$ cat src/rtl/instruction_memory_pkg.sv
// ----------------------------------------------------------------------------
// instruction_memory_pkg : constants and FSM state type for the instruction store
// Revision: 1.0
// ----------------------------------------------------------------------------
`default_nettype none

package instruction_memory_pkg;

  localparam logic [31:0] INSTR_HALT        = 32'hFFFF_FFFF;
  localparam int          DEFAULT_MEM_WORDS = 64;

  typedef enum logic [1:0] {
    STATE_BYTE0 = 2'd0,
    STATE_BYTE1 = 2'd1,
    STATE_BYTE2 = 2'd2,
    STATE_BYTE3 = 2'd3
  } asm_state_t;

endpackage

`default_nettype wire

$ cat src/rtl/instruction_memory_word_assembler.sv
// ----------------------------------------------------------------------------
// word_assembler : packs accepted load bytes big-endian into 32-bit words
// Revision: 1.0
// ----------------------------------------------------------------------------
`default_nettype none

module word_assembler
  import instruction_memory_pkg::*;
(
  input  logic        i_clk,
  input  logic        i_reset,
  input  logic        i_clear,
  input  logic        i_accept,
  input  logic [7:0]  i_data,
  output logic        o_word_valid,
  output logic [31:0] o_word
);

  asm_state_t  state;
  logic [23:0] partial;

  always_ff @(posedge i_clk or posedge i_reset) begin
    if (i_reset) begin
      state   <= STATE_BYTE0;
      partial <= 24'd0;
    end else if (i_clear) begin
      state   <= STATE_BYTE0;
      partial <= 24'd0;
    end else if (i_accept) begin
      case (state)
        STATE_BYTE0: begin
          partial[23:16] <= i_data;
          state          <= STATE_BYTE1;
        end
        STATE_BYTE1: begin
          partial[15:8] <= i_data;
          state         <= STATE_BYTE2;
        end
        STATE_BYTE2: begin
          partial[7:0] <= i_data;
          state        <= STATE_BYTE3;
        end
        default: begin
          partial <= 24'd0;
          state   <= STATE_BYTE0;
        end
      endcase
    end
  end

  // The completed word is presented in the same cycle as its last byte so the
  // array captures it on the accepting edge.
  assign o_word_valid = i_accept && (state == STATE_BYTE3);
  assign o_word       = {partial, i_data};

endmodule

`default_nettype wire

$ cat src/rtl/instruction_memory.sv
// ----------------------------------------------------------------------------
// instruction_memory : byte-loaded instruction store with combinational fetch
// Revision: 1.0
// ----------------------------------------------------------------------------
`default_nettype none

module instruction_memory
  import instruction_memory_pkg::*;
#(
  parameter int PC_SIZE   = 32,
  parameter int WORD_SIZE = 32,
  parameter int MEM_WORDS = DEFAULT_MEM_WORDS
) (
  input  logic                 i_clk,
  input  logic                 i_reset,
  input  logic                 i_clear,
  input  logic                 i_write_enable,
  input  logic [7:0]           i_data,
  input  logic [PC_SIZE-1:0]   i_pc,
  output logic [WORD_SIZE-1:0] o_instruction,
  output logic                 o_empty,
  output logic                 o_full,
  output logic                 o_overflow
);

  localparam int AW = $clog2(MEM_WORDS);

  logic [WORD_SIZE-1:0] mem [MEM_WORDS];
  logic [AW:0]          wr_ptr;
  logic                 overflow;
  logic                 accept;
  logic                 word_valid;
  logic [31:0]          word;

  assign accept = i_write_enable && !o_full && !i_clear;

  word_assembler u_word_assembler (
    .i_clk        (i_clk),
    .i_reset      (i_reset),
    .i_clear      (i_clear),
    .i_accept     (accept),
    .i_data       (i_data),
    .o_word_valid (word_valid),
    .o_word       (word)
  );

  // Array contents survive clear; visibility is governed by wr_ptr alone.
  always_ff @(posedge i_clk) begin
    if (word_valid) begin
      mem[wr_ptr[AW-1:0]] <= word;
    end
  end

  always_ff @(posedge i_clk or posedge i_reset) begin
    if (i_reset) begin
      wr_ptr   <= '0;
      overflow <= 1'b0;
    end else if (i_clear) begin
      wr_ptr   <= '0;
      overflow <= 1'b0;
    end else begin
      if (word_valid) begin
        wr_ptr <= wr_ptr + 1'b1;
      end
      if (i_write_enable && o_full) begin
        overflow <= 1'b1;
      end
    end
  end

  assign o_full     = (wr_ptr == (AW+1)'(MEM_WORDS));
  assign o_empty    = (wr_ptr == '0);
  assign o_overflow = overflow;

  logic [AW-1:0]         rd_index;
  logic [PC_SIZE-AW-3:0] pc_high;
  logic                  rd_hit;
  logic                  unused_pc_lsbs;

  assign rd_index       = i_pc[AW+1:2];
  assign pc_high        = i_pc[PC_SIZE-1:AW+2];
  assign unused_pc_lsbs = ^i_pc[1:0];
  assign rd_hit         = (pc_high == '0) && ({1'b0, rd_index} < wr_ptr);
  assign o_instruction  = rd_hit ? mem[rd_index] : WORD_SIZE'(INSTR_HALT);

endmodule

`default_nettype wire
$ cat config.mk
export PLATFORM = sky130hd
export DESIGN_NAME = instruction_memory
export DESIGN_NICKNAME = d
export VERILOG_FILES = /design/src/rtl/instruction_memory_pkg.sv /design/src/rtl/instruction_memory_word_assembler.sv /design/src/rtl/instruction_memory.sv
export SDC_FILE = /design/constraint.sdc
export NUM_CORES = 2
export LEC_CHECK = 0
export ABC_AREA = 1
export BUFFER_PORTS_ARGS = -buffer_cell sky130_fd_sc_hd__buf_2
export CAP_MARGIN = 20
export CORE_ASPECT_RATIO = 1.25
export CORE_UTILIZATION = 35
export CTS_CLUSTER_DIAMETER = 40
export DETAILED_ROUTE_END_ITERATION = 10
export GPL_ROUTABILITY_DRIVEN = 1
export SLEW_MARGIN = 5
export SYNTH_ARGS = -nofsm -noshare
export SYNTH_HDL_FRONTEND = slang
export SYNTH_SLANG_ARGS = --single-unit
$ cat constraint.sdc
create_clock -name i_clk -period 5.8 [get_ports i_clk]
set_input_delay 1.74 -clock i_clk [delete_from_list [all_inputs] [get_ports i_clk]]
set_output_delay 1.74 -clock i_clk [all_outputs]
set_load 0.01 [all_outputs]
==> flow_metrics.tcl <==
set metrics [dict create \
    yosysSeqAreaShare_pct 74.2 \
    antenna_found_initial 6 \
    tns_ps -32.2 \
    placed_cell_area_um2 90700 \
    regArea_um2 62400 \
    grt_use_total_pct 20.9 \
    synth.cell_area_um2 84000 \
    wl_um 256000 \
    setup_ws_ps -32.2 \
    synth_cell_types 33 \
    vias 56900 \
    wl_per_cell_um 24.0 \
    post-place-ws_ps 131 \
    whs_ps 517 \
    power_density_nw_per_um2 355 \
    grt_overflow 0 \
    p_leak_nw 35.8 \
    relSlewSlack_pct 27.8 \
    dp_hpwl_um 146000 \
    port_buffers 76 \
    syn_inst 7027 \
    ys_ff_latch 2082 \
    ys_warn_count 0 \
    finalSetupViolations 1 \
    die_h_um 550 \
    syn_nets 7082 \
    drc 0 \
    drive_above_1_share_pct 12.9 \
    fp.dieArea_um2 242000 \
    areaGrowthSynthToFinish_pct 18.8 \
    required_ps 4060 \
    endpoint_kind "primary output" \
    numClockSinks 2082 \
    rsz0062_at_grt "false" \
    cts_htree_levels 5 \
    slew_viol_final 0 \
    core_area_um2 238000 \
    cts_tree "done" \
    fp.dieW_um 440 \
    cts_inserted_buffers 290 \
    nets 7347 \
    fp-row-count 200 \
    critical_path.max_fanout 29 \
    cts_resized 0 \
    place_inst 10100 \
    final-hold-violation-count 0 \
    tightest_slew_ps 1080 \
    io_pins 79 \
    timing.rr.start "wr_ptr[0]" \
    cap_viol_max_count 0 \
    gp_congestion 0.870 \
    drt_first_pass_iters 9 \
    clock_path_buffers 4 \
    grt_max_degree 96 \
    first_iter_violations 6579 \
    outcome "finished with violations" \
    synth.avg_cell_area_um2 12.0 \
    finalCriticalPeriod_ps 5830 \
    final_antenna_net_count 0 \
    critical_path_arrival_ps 4090 \
    clk_pin_slew_ps 50 \
    root_buffer "clkbuf_16" \
    fmax_mhz 171 \
    instances_no_fill 10600 \
    fin_crit_sh_pct 101 \
    worst_clock_skew_ps 62.2 \
    violations "negative setup slack" \
    synth.area.top_cells "edfxtp_1 73%, nand3_1 11%, nand2_1 11%, buf_2 1.9%, dfrtp_1 1.0%" \
    start_util_pct 35.3 \
    clock_latency_ps 940 \
    critPathLaunchType "primary input" \
    vias_per_cell 5.35 \
    hp-class "flop to flop" \
    hold_buffers 0 \
    path_class "primary input to primary output" \
    synth.top_cell.area_share_pct 73.2 \
    post_cts_buffers 0 \
    critPathLaunch "i_pc[3]" \
    multi_input_area_um2 19800 \
    n_fill_cell 21500 \
    yosysTopAreaCell "edfxtp_1" \
    first_global_vias 54700 \
    vdd_ir_drop_max_mv 0.303 \
    grt_pass1_wl_um 371000 \
    hp-start "o_overflow" \
    final_area_um2 99800 \
]
[cells by family (layout without fill, tap and decap cells)]
family	Yosys count	in the layout	synth area share (%)
compound gates	41	41	0.277
flops	2082	2082	74.2
fa+ha+maj	11	11	0.164
xor+xnor	2	2	0.0209
simple gates	4377	4377	22.5
other cells	0	4	0
buf+inv	514	986	2.83
[power by group]
group | internal (mW) | switching [mW]
Clock | 10.2 | 6.55
Combinational | 0.565 | 1.49
Sequential | 16.6 | 0.0973
[flip-flops by register name, indices dropped and copies added, names as in the netlist]
register                  flops
o_overflow                    1
u_word_assembler.state        2
mem                        2048
wr_ptr                        7
u_word_assembler.partial     24
[per-stage QoR]
step	power, mW	utilization, %
floorplan	18.0	-
global placement	19.0	38.1
detailed placement	19.0	38.1
CTS	35.6	41.9
global route	36.4	41.9
finish	35.5	41.9
[synth_stat cells, drive strengths merged]
| cell type | n |
|---|---|
| o21ai | 18 |
| a21oi | 13 |
| buf | 375 |
| dfrtp | 34 |
| ha | 11 |
| nand4 | 12 |
| clkinv | 1 |
| nand3 | 1885 |
| clkbuf | 81 |
| xnor2 | 1 |
| nor3b | 1 |
| nor3 | 12 |
| nor2 | 87 |
| nor4 | 2 |
| edfxtp | 2048 |
| o22ai | 10 |
| nand2 | 2378 |
| xor2 | 1 |
| inv | 57 |
[layer usage]
layer  vias up  GRT usage [%]  wire length (um)
met4         0           12.0             15900
met5         -              0                 0
met3       551           3.13             20400
met2      2590           33.5            120000
met1     28200           26.9             99200
li1      25500              -                 -
[cell type report]
cell class | instances | share of cell area (%)
Tap cell | 3131 | 3.92
Multi-Input combinational cell | 4431 | 19.8
Clock inverter | 166 | 1.48
Sequential cell | 2082 | 62.5
Inverter | 58 | 0.254
Antenna cell | 4 | 0.0100
Clock buffer | 333 | 7.61
Timing Repair Buffer | 429 | 4.43
[worst max-delay path, cell delays in order]
cell	delay, ps
buf_8	130
buf_12	220
buf_4	300
nand3_1	110
nand3_1	110
nand2_1	90
nand2_1	70
nand3_1	300
nand3_1	370
nand3_1	320
buf_2	250
[worst paths after layout]
path                                                      to  slack, ps  depth (start not counted)
worst max register to register                    mem[23][8]       1860                         10
min in group asynchronous                         o_overflow        990                          3
worst min register to register                    o_overflow        520                          2
max in group asynchronous       u_word_assembler.partial[14]       4360                          3
worst max-delay path                       o_instruction[10]        -30                         11
worst min-delay path                              o_overflow        520                          2
[cell usage in the layout (no fill, tap or decap), types with 22 or more instances in the layout]
master      instances
buf_12            108
buf_2              71
buf_4             246
clkbuf_1           32
clkbuf_16         296
clkinv_1           38
clkinv_2           36
clkinvlp_4         24
dfrtp_2            22
edfxtp_1         2048
inv_1              49
inv_6              28
nand2_1          2369
nand3_1          1884
nor2_1             23
nor2_4             63
No activity file was read; power rests on OpenSTA's default activity.
